`config.mk`:
```
export PLATFORM = sky130hd
export DESIGN_NAME = wb_gpio_bank
export DESIGN_NICKNAME = d
export VERILOG_FILES = /design/src/rtl/gpio_pkg.sv /design/src/rtl/gpio_in_cond.sv /design/src/rtl/wb_gpio_bank.sv
export SDC_FILE = /design/constraint.sdc
export NUM_CORES = 1
export LEC_CHECK = 0
export CELL_PAD_IN_SITES_DETAIL_PLACEMENT = 1
export CELL_PAD_IN_SITES_GLOBAL_PLACEMENT = 1
export CORE_MARGIN = 1.5
export CORE_UTILIZATION = 35
export CTS_BUF_LIST = sky130_fd_sc_hd__clkbuf_8
export DETAILED_ROUTE_END_ITERATION = 7
export PLACE_DENSITY_LB_ADDON = 0.1
export SYNTH_ARGS = -nofsm -noshare
export SYNTH_HDL_FRONTEND = slang
export SYNTH_SLANG_ARGS = --single-unit
export TNS_END_PERCENT = 10
```
`constraint.sdc`:
```
create_clock -name clk -period 1.75 [get_ports clk]
set_input_delay 0.35 -clock clk [delete_from_list [all_inputs] [get_ports clk]]
set_output_delay 0.35 -clock clk [all_outputs]
set_load 0.02 [all_outputs]
```
`src/rtl/gpio_pkg.sv`:
```
// gpio_pkg: register map offsets, channel stride and edge polarity encodings for wb_gpio_bank
package gpio_pkg;
  localparam logic [4:0] OFS_OUT      = 5'h00;
  localparam logic [4:0] OFS_OE       = 5'h04;
  localparam logic [4:0] OFS_IN       = 5'h08;
  localparam logic [4:0] OFS_IRQ_EN   = 5'h0C;
  localparam logic [4:0] OFS_IRQ_STAT = 5'h10;
  localparam logic [4:0] OFS_EDGE     = 5'h14;
  localparam logic [4:0] OFS_SET      = 5'h18;
  localparam logic [4:0] OFS_CLR      = 5'h1C;
  localparam int CH_STRIDE = 32'h20;
  localparam logic EDGE_RISE = 1'b0;
  localparam logic EDGE_FALL = 1'b1;
  function automatic logic [31:0] lane_mask(input logic [3:0] s);
    return {{8{s[3]}}, {8{s[2]}}, {8{s[1]}}, {8{s[0]}}};
  endfunction
endpackage

```
`src/rtl/gpio_in_cond.sv`:
```
// gpio_in_cond: per-channel input synchroniser, optional tick-sampled debounce (GPIO_DEBOUNCE_EN), edge pulses
module gpio_in_cond #(
  parameter int WIDTH = 32
) (
  input  logic             clk,
  input  logic             rst,
`ifdef GPIO_DEBOUNCE_EN
  input  logic             tick,
`endif
  input  logic [WIDTH-1:0] pin,
  output logic [WIDTH-1:0] level,
  output logic [WIDTH-1:0] rise,
  output logic [WIDTH-1:0] fall
);
  logic [WIDTH-1:0] s1, s2, prev;
  always_ff @(posedge clk)
    if (rst) begin
      s1 <= '0;
      s2 <= '0;
      prev <= '0;
    end else begin
      s1 <= pin;
      s2 <= s1;
      prev <= level;
    end
`ifdef GPIO_DEBOUNCE_EN
  logic [WIDTH-1:0] smp;
  // a bit is accepted only when two consecutive tick samples agree
  always_ff @(posedge clk)
    if (rst) begin
      smp <= '0;
      level <= '0;
    end else if (tick) begin
      smp <= s2;
      level <= (~(smp ^ s2) & s2) | ((smp ^ s2) & level);
    end
`else
  assign level = s2;
`endif
  assign rise = level & ~prev;
  assign fall = ~level & prev;
endmodule

```
`src/rtl/wb_gpio_bank.sv`:
```
// wb_gpio_bank: Wishbone multi-channel GPIO with per-bit OE, edge IRQs, SET/CLR writes
// Optional input debounce enabled by defining GPIO_DEBOUNCE_EN.
module wb_gpio_bank
  import gpio_pkg::*;
#(
  parameter int CHANNELS     = 2,
  parameter int WIDTH        = 32,
  parameter int ADDR_W       = 8,
  parameter int DEBOUNCE_CYC = 1000
) (
  input  logic                      clk,
  input  logic                      rst,
  input  logic                      wb_cyc_i,
  input  logic                      wb_stb_i,
  input  logic                      wb_we_i,
  input  logic [ADDR_W-1:0]         wb_adr_i,
  input  logic [3:0]                wb_sel_i,
  input  logic [31:0]               wb_dat_i,
  output logic [31:0]               wb_dat_o,
  output logic                      wb_ack_o,
  output logic [CHANNELS*WIDTH-1:0] gpio_o,
  output logic [CHANNELS*WIDTH-1:0] gpio_oe_o,
  input  logic [CHANNELS*WIDTH-1:0] gpio_i,
  output logic                      irq_o
);
  localparam int CW = ADDR_W - 5;
  logic req;
  logic [CW-1:0] ch;
  logic [4:0] ofs;
  logic [31:0] m, rdata;
  logic [WIDTH-1:0] wm, d;
  logic [31:0] rd [CHANNELS];
  logic [CHANNELS-1:0] irq_v;
  logic unused;
  assign req = wb_cyc_i & wb_stb_i & ~wb_ack_o;
  assign ch = wb_adr_i[ADDR_W-1:5];
  assign ofs = {wb_adr_i[4:2], 2'b00};
  assign m = lane_mask(wb_sel_i);
  assign wm = m[WIDTH-1:0];
  assign d = wb_dat_i[WIDTH-1:0] & wm;
  assign unused = ^{wb_adr_i[1:0], wb_dat_i, m} ^ (DEBOUNCE_CYC < 0);
`ifdef GPIO_DEBOUNCE_EN
  logic [31:0] pre;
  logic tick;
  assign tick = pre == 32'(DEBOUNCE_CYC - 1);
  always_ff @(posedge clk) pre <= (rst || tick) ? '0 : pre + 32'd1;
`endif
  for (genvar c = 0; c < CHANNELS; c++) begin : g_ch
    logic [WIDTH-1:0] out_r, oe_r, en_r, stat_r, edge_r, lvl, rise, fall;
    logic hit;
    assign hit = req & wb_we_i & (ch == CW'(c));
    gpio_in_cond #(.WIDTH(WIDTH)) u_in (
      .clk(clk),
      .rst(rst),
`ifdef GPIO_DEBOUNCE_EN
      .tick(tick),
`endif
      .pin(gpio_i[c*WIDTH +: WIDTH]),
      .level(lvl),
      .rise(rise),
      .fall(fall)
    );
    // a new edge is OR-ed in after the W1C clear, so a coincident set wins
    always_ff @(posedge clk)
      if (rst) begin
        out_r <= '0;
        oe_r <= '0;
        en_r <= '0;
        stat_r <= '0;
        edge_r <= '0;
      end else begin
        if (hit && ofs == OFS_OUT) out_r <= (out_r & ~wm) | d;
        else if (hit && ofs == OFS_SET) out_r <= out_r | d;
        else if (hit && ofs == OFS_CLR) out_r <= out_r & ~d;
        if (hit && ofs == OFS_OE) oe_r <= (oe_r & ~wm) | d;
        if (hit && ofs == OFS_IRQ_EN) en_r <= (en_r & ~wm) | d;
        if (hit && ofs == OFS_EDGE) edge_r <= (edge_r & ~wm) | d;
        stat_r <= (stat_r & ~((hit && ofs == OFS_IRQ_STAT) ? d : '0)) | (rise & ~edge_r) | (fall & edge_r);
      end
    assign rd[c] = ofs == OFS_OUT      ? 32'(out_r)  :
                   ofs == OFS_OE       ? 32'(oe_r)   :
                   ofs == OFS_IN       ? 32'(lvl)    :
                   ofs == OFS_IRQ_EN   ? 32'(en_r)   :
                   ofs == OFS_IRQ_STAT ? 32'(stat_r) :
                   ofs == OFS_EDGE     ? 32'(edge_r) : '0;
    assign irq_v[c] = |(stat_r & en_r);
    assign gpio_o[c*WIDTH +: WIDTH] = out_r;
    assign gpio_oe_o[c*WIDTH +: WIDTH] = oe_r;
  end
  always_comb begin
    rdata = '0;
    for (int i = 0; i < CHANNELS; i++) rdata = (ch == CW'(i)) ? rd[i] : rdata;
  end
  always_ff @(posedge clk)
    if (rst) begin
      wb_ack_o <= 1'b0;
      wb_dat_o <= '0;
      irq_o <= 1'b0;
    end else begin
      wb_ack_o <= req;
      wb_dat_o <= (req & ~wb_we_i) ? rdata : '0;
      irq_o <= |irq_v;
    end
endmodule

```
==> impl_metrics.py, run 1 <==
metrics = {
    "pwr": {
        "pwr-share-comb_pct": 8.9,
        "max-vdd-ir-drop_uv": 501.5,
        "power_switching_w": 0.007241,
        "p_seq_share_pct": 46.8,
        "cell_internal_pwr_w": 0.02044,
        "clockPowerShare_pct": 44.3,
        "powerDensity_nw_per_um2": 919.1,
        "leakagePower_nw": 11.60,
        "swShare_pct": 26.16,
        "p_total_w": 0.02768,
    },
    "placement": {
        "place_inst": 3877,
        "dpl_worst_slack_ps": -895.1,
        "globalplace.congestion": 0.9647,
        "place_area_um2": 27880,
        "portBuffers": 272,
        "hpwl_um": 80110,
    },
    "sta": {
        "final_hold_viol_count": 0,
        "slew_headroom_pct": 34.55,
        "whs_ps": 183.4,
        "setup_viol_count_final": 147,
        "tightest_slew_ps": 981.7,
        "clock.fmax_ghz": 0.5454,
        "fin_skew_ps": 21.74,
        "post-route-min-period_ps": 1833,
        "rsz0062_at_grt": "true",
        "layout_setup_ws_ps": -83.46,
        "period_share_pct": 104.8,
        "maxSlewViolCount": 0,
    },
    "outcome": {
        "violations": "negative setup slack",
        "status": "complete, but fails checks",
    },
    "layout": {
        "area_growth_pct": 35.66,
        "final_cells": 4062,
        "fillers": 7394,
        "postLayoutCellArea_um2": 30120,
        "final_layout_size_suffix_gt1_share_pct": 26.38,
        "final_nets": 3251,
    },
    "setup_path": {
        "required_ps": 2380,
        "path_class": "reg2reg",
        "crit_buf_inv": 3,
        "crit_chain": "buf_6 -> and3b_2 -> nand3b_1 -> buf_4 -> nor3_4 -> buf_12 -> nand2_1 -> a21oi_1",
        "cp_slowest_cell": "and3b_2",
        "r2r_cells": 8,
        "worst-path-stages": 8,
        "cp.arrival_ps": 2470,
        "critPathMaxFanout": 9,
        "cp_top_family": "simple AND/OR/NAND/NOR gates",
        "critical_path.max_stage_delay_ps": 340,
        "cp-start-kind": "flop",
        "crit_path_end_kind": "flop",
    },
    "floorplanning": {
        "die_h_um": 254.9,
        "ios": 275,
        "die_area_um2": 64950,
        "rows": 92,
        "start_util_pct": 35.32,
        "fp.dieW_um": 254.9,
        "design.core.area_um2": 62850,
    },
    "global_route": {
        "grt_pass1_wl_um": 152100,
        "track_usage_pct": 32.11,
        "grt_max_degree": 168,
        "antenna_found_initial": 4,
        "overflow": 0,
        "grt_pass1_vias": 22973,
    },
    "clocking": {
        "htree_levels": 3,
        "cts_max_path_buffers": 3,
        "root_buffer": "clkbuf_8",
        "clk_latency_ps": 720,
        "cts_tree": "built",
        "cts.sinks": 546,
        "cts_buffers": 97,
        "clkTransAtPathRegs_ps": 60,
    },
    "logic_synthesis": {
        "yosysSeqAreaShare_pct": 49.24,
        "synth_common_cells": "625 x nand2_1, 546 x dfxtp_1, 254 x o21ai_0, 193 x a21oi_1, 193 x nor2b_1",
        "synth-async-reset-ratio_pct": 0,
        "synth_top_cell_area_share_pct": 49.24,
        "synth_edf_count": 0,
        "yosysUniqueCellTypes": 42,
        "synth_top_area_cell": "dfxtp_1",
        "avgSynthCellArea_um2": 8.346,
        "synthFlopType": "dfxtp_1",
        "yosys-top-cells-area": "dfxtp_1 49%, nand2_1 11%, o21ai_0 5.7%",
        "synthCells": 2660,
        "syn-cell-area_um2": 22200,
        "yosysWarnings": 0,
        "ys_ff_latch": 546,
        "synth_most_common_cell": "nand2_1",
        "syn_nets": 2773,
    },
    "hold_path": {
        "whs_path_depth": 3,
        "hold_path.class": "in2reg",
    },
    "routing": {
        "first_pass_iters": 5,
        "via_count": 22584,
        "drtAntennaViolNets": 0,
        "drc": 0,
        "viasPerCell": 5.560,
        "wirelength_um": 105900,
        "wire_per_inst_um": 26.07,
        "drtIter0Drc": 1477,
    },
    "job": {
        "drv_cap": 0,
    },
}
-- kinds of logic after synthesis --
kind of cell / after synthesis / synth area share, %
mux: 96 / 4.509
buf+inv: 195 / 3.489
xor+xnor: 1 / 0.03946
simple gates: 1164 / 26.16
flops: 546 / 49.24
compound gates: 658 / 16.57
-- worst min-delay path, delay by kind of cell --
kind                   cells  cell delay (ps)
AO/OA/AOI/OAI              2              300
buffers and inverters      1              200
-- power groups by stage --
| stage | Clock, W | Sequential (W) | Combinational, W |
|---|---|---|---|
| finish | 0.0123 | 0.0130 | 0.00246 |
| floorplan | 0 | 0.0131 | 0.00109 |
| global placement | 0 | 0.0132 | 0.00235 |
| detailed placement | 0 | 0.0132 | 0.00237 |
| CTS | 0.0125 | 0.0129 | 0.00240 |
| global route | 0.0131 | 0.0130 | 0.00258 |
-- final timing paths --
check                            from                      to  slack, ps
setup reg to reg             wb_ack_o                    flop        -80
hold / removal            wb_adr_i[2]             wb_dat_o[0]        180
setup / recovery             wb_ack_o                    flop        -80
hold reg to reg   g_ch[1].u_in.s1[12]  g_ch[1].u_in.level[12]        440
-- stage by stage --
step           util, %  TNS [ps]
2_1_floorplan        -         0
3_3_place_gp     44.37   -233970
3_5_place_dp     44.37   -242120
4_1_cts          47.57     -5762
5_1_grt          47.90    -19700
6_report         47.92     -3759
-- cell type report --
| cell class | instances | area, um2 | share of cell area [%] |
|---|---|---|---|
| Inverter | 6 | 22.52 | 0.07478 |
| Clock buffer | 129 | 1775 | 5.895 |
| Clock inverter | 43 | 226.5 | 0.7520 |
| Sequential cell | 546 | 10990 | 36.49 |
| Tap cell | 846 | 1059 | 3.515 |
| Timing Repair Buffer | 568 | 5114 | 16.98 |
| Antenna cell | 5 | 12.51 | 0.04155 |
| Multi-Input combinational cell | 1919 | 10920 | 36.25 |
-- layer usage --
| metal | GRT usage [%] | vias up | wire [um] |
|---|---|---|---|
| met5 | 0 | - | 13 |
| met4 | 21.49 | 2 | 8010 |
| met3 | 5.085 | 286 | 5717 |
| met2 | 55.79 | 821 | 51740 |
| met1 | 36.34 | 11305 | 40430 |
| li1 | - | 10170 | - |
-- layout by cell type, fill, tap and decap left out, types with 50 or more instances in the layout --
cell / synthesis / final
nand2_1: 625 / 610
dfxtp_1: 546 / 501
buf_4: 2 / 219
nor2b_1: 193 / 192
o21ai_0: 254 / 182
a21oi_1: 193 / 171
clkbuf_8: 0 / 129
buf_2: 27 / 109
clkdlybuf4s50_1: 0 / 105
nor2_1: 77 / 75
nand3b_1: 66 / 66
a31oi_1: 71 / 66
or3b_2: 64 / 64
mux2i_1: 64 / 64
o22ai_1: 64 / 64
o21ai_1: 3 / 58
nand3_1: 59 / 50
-- what timing repair did --
action                                  in CTS  in global routing
setup buffers                                0                  7
pin swaps                                    6                105
endpoints found under the hold margin        2                  0
gates resized for setup                    648                196
hold buffers                                 1                  0
endpoints found under the setup margin     496                425
gates cloned                                 0                  1
No activity file was read; power rests on OpenSTA's default activity.
==> run 2: changes to the inputs <==
--- a/config.mk
+++ b/config.mk
@@ -9,7 +9,6 @@
 export CELL_PAD_IN_SITES_GLOBAL_PLACEMENT = 1
 export CORE_MARGIN = 1.5
 export CORE_UTILIZATION = 35
-export CTS_BUF_LIST = sky130_fd_sc_hd__clkbuf_8
 export DETAILED_ROUTE_END_ITERATION = 7
 export PLACE_DENSITY_LB_ADDON = 0.1
 export SYNTH_ARGS = -nofsm -noshare
==> run 2 against run 1 <==
Compared with the run above: the flow still finishes with violations (negative setup slack); die area did not move; via count fell by 0.83%; wire length barely moved; critical path depth did not move; sequential share of layout area fell by 0.88 points; non-clock buffer count rose by 6.
==> impl_metrics.py, run 2 (synthesis results as in run 1) <==
metrics = {
    "outcome": {
        "status": "complete, but fails checks",
        "violations": "negative setup slack",
    },
    "sta": {
        "rsz0062_at_grt": "true",
        "whs_ps": 79.83,
        "final_hold_viol_count": 0,
        "fin_skew_ps": 16.01,
        "post-route-min-period_ps": 1847,
        "tightest_slew_ps": 848.5,
        "period_share_pct": 105.5,
        "maxSlewViolCount": 0,
        "clock.fmax_ghz": 0.5414,
        "slew_headroom_pct": 43.43,
        "setup_viol_count_final": 198,
        "layout_setup_ws_ps": -96.94,
    },
    "floorplanning": {
        "die_h_um": 254.9,
        "fp.dieW_um": 254.9,
        "rows": 92,
        "start_util_pct": 35.32,
        "die_area_um2": 64950,
        "ios": 275,
        "design.core.area_um2": 62850,
    },
    "global_route": {
        "grt_pass1_wl_um": 151500,
        "overflow": 0,
        "grt_pass1_vias": 22823,
        "grt_max_degree": 168,
        "antenna_found_initial": 3,
        "track_usage_pct": 31.90,
    },
    "routing": {
        "drtAntennaViolNets": 0,
        "via_count": 22397,
        "wire_per_inst_um": 26.49,
        "first_pass_iters": 7,
        "drc": 0,
        "drtIter0Drc": 1501,
        "wirelength_um": 106000,
        "viasPerCell": 5.599,
    },
    "placement": {
        "dpl_worst_slack_ps": -895.1,
        "portBuffers": 272,
        "hpwl_um": 80110,
        "globalplace.congestion": 0.9647,
    },
    "clocking": {
        "cts.sinks": 546,
        "clkTransAtPathRegs_ps": 60,
        "clk_latency_ps": 630,
        "root_buffer": "clkbuf_16",
        "cts_buffers": 61,
        "cts_max_path_buffers": 3,
        "htree_levels": 2,
        "hold_buffers": 0,
        "cts_tree": "built",
    },
    "setup_path": {
        "crit_buf_inv": 3,
        "path_class": "reg2reg",
        "cp-startpoint": "wb_ack_o",
        "cp_top_family": "simple AND/OR/NAND/NOR gates",
        "r2r-start": "wb_ack_o",
        "crit_path_end_kind": "flop",
        "cp.arrival_ps": 2360,
        "required_ps": 2270,
        "cp_slowest_cell": "and3b_2",
        "critical_path.max_stage_delay_ps": 340,
        "critPathMaxFanout": 8,
        "cp-start-kind": "flop",
        "crit_chain": "buf_6 -> and3b_2 -> and3_4 -> buf_12 -> a31oi_1 -> buf_4 -> o21ai_2 -> nand2_1",
    },
    "pwr": {
        "cell_internal_pwr_w": 0.02262,
        "swShare_pct": 23.91,
        "p_seq_share_pct": 43.6,
        "pwr-share-comb_pct": 8.3,
        "leakagePower_nw": 11.78,
        "powerDensity_nw_per_um2": 967.3,
        "p_total_w": 0.02973,
        "clockPowerShare_pct": 48.1,
        "power_switching_w": 0.007109,
        "max-vdd-ir-drop_uv": 687.9,
    },
    "layout": {
        "final_common_cell": "nand2_1",
        "area_growth_pct": 38.47,
        "fillers": 7273,
        "final_layout_size_suffix_gt1_share_pct": 20.84,
        "most-common-layout-cells": "604 x nand2_1, 532 x dfxtp_1, 220 x buf_4",
        "final_nets": 3221,
    },
    "job": {
        "drv_cap": 0,
    },
    "hold_path": {
        "hp-start": "rst",
        "hold_path.class": "in2reg",
    },
}
[run 2: changes by cell type in the layout (fill, tap and decap cells not counted), sizes merged]
cell           previous run  this run
dlygate4sd2               2        84
clkinv                   12        14
inv                      34         5
dlygate4sd3               1         0
bufinv                    1        15
diode                     5         1
buf                     407       305
clkdlybuf4s15            47        66
clkbuf                  135        92
[run 2: layout make-up]
| class | count | area, um2 | area share, % |
|---|---|---|---|
| Multi-Input combinational cell | 1919 | 10920 | 35.52 |
| Antenna cell | 1 | 2.502 | 0.008140 |
| Timing Repair Buffer | 574 | 5580 | 18.15 |
| Clock buffer | 78 | 1670 | 5.434 |
| Tap cell | 846 | 1059 | 3.443 |
| Clock inverter | 30 | 538.0 | 1.750 |
| Inverter | 6 | 22.52 | 0.07326 |
| Sequential cell | 546 | 10950 | 35.61 |
[run 2: worst paths after layout]
kind	end	slack [ps]	cells after the start
worst min register to register	g_ch[0].u_in.level[19]	430	1
worst max register to register	flop	-100	8
worst min-delay path	g_ch[0].u_in.prev[17]	80	3
worst max-delay path	flop	-100	8
[run 2: layer usage]
metal	global-route usage (%)	wire length [um]
met5	0	13
met4	21.62	7824
met3	4.282	5330
met2	55.50	52260
met1	36.42	40540
[run 2: power by group through the flow]
stage	Clock (W)	Combinational, W	Sequential [W]
2_1_floorplan	0	0.00109	0.0131
4_1_cts	0.0145	0.00240	0.0129
3_3_place_gp	0	0.00235	0.0132
5_1_grt	0.0150	0.00259	0.0130
3_5_place_dp	0	0.00237	0.0132
6_report	0.0143	0.00248	0.0129
[run 2: through the flow]
| step | setup TNS, ps | util [%] | cell area, um2 | cells |
|---|---|---|---|---|
| 2_1_floorplan | 0 | - | 22200 | 2660 |
| 4_1_cts | -4307 | 47.96 | 30140 | 3985 |
| 3_5_place_dp | -242120 | 44.37 | 27880 | 3877 |
| 5_1_grt | -20510 | 48.91 | 30740 | 3999 |
| 3_3_place_gp | -233970 | 44.37 | 27880 | 3877 |
| 6_report | -6348 | 48.91 | 30740 | 4000 |
[run 2: worst min-delay path: stages]
cell     delay (ps)
buf_8            70
buf_4           160
nor2b_1          60
[run 2: timing repair]
action,in CTS,in global routing
endpoints found under the setup margin,504,343
pin swaps,22,37
buffers inserted,0,12
cloned,0,2
gates resized for setup,304,229
==> run 3: changes to the inputs <==
--- a/config.mk
+++ b/config.mk
@@ -9,7 +9,9 @@
 export CELL_PAD_IN_SITES_GLOBAL_PLACEMENT = 1
 export CORE_MARGIN = 1.5
 export CORE_UTILIZATION = 35
+export CTS_CLUSTER_DIAMETER = 150
 export DETAILED_ROUTE_END_ITERATION = 7
+export GPL_ROUTABILITY_DRIVEN = 0
 export PLACE_DENSITY_LB_ADDON = 0.1
 export SYNTH_ARGS = -nofsm -noshare
 export SYNTH_HDL_FRONTEND = slang
==> run 3 against run 2 <==
Compared with the run above: the run still ends with negative setup slack left; cell count shrank 0.20%; clock skew shrank 0.55 ps; die area is the same.
==> impl_metrics.py, run 3 (synthesis results as in run 1) <==
metrics = {
    "layout": {
        "final_nets": 3214,
        "final_common_cell": "nand2_1",
        "postLayoutCellArea_um2": 30560,
        "most-common-layout-cells": "622 x nand2_1, 530 x dfxtp_1, 213 x buf_4",
        "fillers": 7334,
        "area_growth_pct": 37.65,
        "final_layout_size_suffix_gt1_share_pct": 19.94,
    },
    "sta": {
        "slew_headroom_pct": 49.38,
        "period_share_pct": 107.2,
        "maxSlewViolCount": 0,
        "clock.fmax_ghz": 0.5332,
        "final_hold_viol_count": 0,
        "layout_setup_ws_ps": -125.4,
        "tightest_slew_ps": 751.4,
        "post-route-min-period_ps": 1875,
        "setup_viol_count_final": 169,
        "fin_skew_ps": 15.47,
        "rsz0062_at_grt": "true",
    },
    "placement": {
        "place_area_um2": 27970,
        "dpl_worst_slack_ps": -993.0,
        "portBuffers": 272,
        "hpwl_um": 78720,
    },
    "routing": {
        "wire_per_inst_um": 26.11,
        "drtIter0Drc": 1723,
        "wirelength_um": 104200,
        "drc": 0,
        "first_pass_iters": 5,
        "viasPerCell": 5.623,
        "via_count": 22448,
        "drtAntennaViolNets": 0,
    },
    "clocking": {
        "clkTransAtPathRegs_ps": 60,
        "cts_tree": "built",
        "hold_buffers": 0,
        "clk_latency_ps": 640,
        "cts_buffers": 60,
        "root_buffer": "clkbuf_16",
        "htree_levels": 2,
        "cts_max_path_buffers": 3,
        "cts.sinks": 546,
    },
    "setup_path": {
        "cp_slowest_cell": "dfxtp_2",
        "critical_path.max_stage_delay_ps": 330,
        "crit_buf_inv": 4,
        "cp-start-kind": "flop",
        "cp_top_family": "simple AND/OR/NAND/NOR gates",
        "critPathMaxFanout": 8,
        "cpMostUsedCell": "buf_6",
        "r2r-start": "wb_ack_o",
        "path_class": "reg2reg",
        "crit_path_end_kind": "flop",
        "crit_chain": "buf_6 -> and3b_2 -> buf_6 -> and3_4 -> buf_12 -> a31oi_4 -> buf_6 -> o21ai_2 -> nand2_1",
        "cp.arrival_ps": 2400,
        "required_ps": 2270,
        "cp-startpoint": "wb_ack_o",
    },
    "global_route": {
        "use_met2_pct": 53.83,
        "busiest_layer": "met2",
        "grt_pass1_wl_um": 149900,
        "grt_max_degree": 113,
        "antenna_found_initial": 0,
        "track_usage_pct": 31.42,
        "overflow": 0,
        "grt_pass1_vias": 22864,
        "grt_util_met3_pct": 3.509,
        "use_met1_pct": 36.36,
    },
    "pwr": {
        "powerDensity_nw_per_um2": 951.8,
        "max-vdd-ir-drop_uv": 836.1,
        "leakagePower_nw": 11.70,
    },
    "floorplanning": {
        "ios": 275,
        "design.core.area_um2": 62850,
        "start_util_pct": 35.32,
        "fp.dieW_um": 254.9,
        "die_h_um": 254.9,
        "rows": 92,
        "die_area_um2": 64950,
    },
    "hold_path": {
        "hold_path.class": "in2reg",
        "hp-start": "rst",
    },
    "outcome": {
        "status": "complete, but fails checks",
        "violations": "negative setup slack",
    },
    "job": {
        "drv_cap": 0,
    },
}
-- run 3: cell types whose count changed in the layout (fill, tap and decap cells not counted), sizes merged, moves of 4 or more --
cell / previous run / this run
buf: 305 / 300
bufinv: 15 / 9
clkbuf: 92 / 96
clkinv: 14 / 9
dlygate4sd2: 84 / 88
-- run 3: tightest hold or removal path: cells and delay by family --
kind            cells  cell delay [ps]
compound gates      1               50
buf+inv             3              440
-- run 3: through the flow --
step,power [W],std cells,util (%),hold WS [ps],setup TNS (ps)
after global routing,0.02988,3990,48.61,257.7,-21560
final,0.02908,3992,48.62,255.5,-5057
after detailed placement,0.01560,3877,44.51,423.6,-249860
after CTS,0.02922,3984,48.16,228.2,-4234
after floorplan,0.01416,2660,-,413.8,0
after global placement,0.01557,3877,44.51,421.2,-232030
-- run 3: power by group --
part,switching [W],internal (W),leakage (nW),total (W)
Sequential,0.000250,0.0127,4.45,0.0129
Clock,0.00534,0.00832,1.04,0.0137
Combinational,0.00143,0.00105,6.22,0.00248
-- run 3: path summary, 6_finish.rpt --
kind / end / slack [ps] / cells past startpoint
worst max-delay path: flop / -130 / 9
worst min-delay path: g_ch[0].stat_r[14] / 260 / 4
worst max register to register: flop / -130 / 9
worst min register to register: g_ch[0].u_in.level[11] / 430 / 1
-- run 3: layout make-up --
cell class / count / area [um2] / area share [%]
Multi-Input combinational cell: 1919 / 10820 / 35.41
Sequential cell: 546 / 10950 / 35.84
Tap cell: 846 / 1059 / 3.464
Antenna cell: 2 / 5.005 / 0.01638
Timing Repair Buffer: 568 / 5593 / 18.30
Inverter: 6 / 22.52 / 0.07370
Clock inverter: 19 / 326.6 / 1.069
Clock buffer: 86 / 1780 / 5.826
-- run 3: timing repair --
item                       in CTS  in global routing
gates cloned                    0                  1
setup buffers                   2                  5
pin swaps                      23                 45
setup endpoints to repair     472                342
resized for setup             361                130
-- run 3: layer usage --
metal / vias up / share of wire (%)
met2: 921 / 49
met5: - / 0
met1: 11132 / 38
met4: 0 / 7.9
met3: 306 / 5.8
li1: 10089 / -
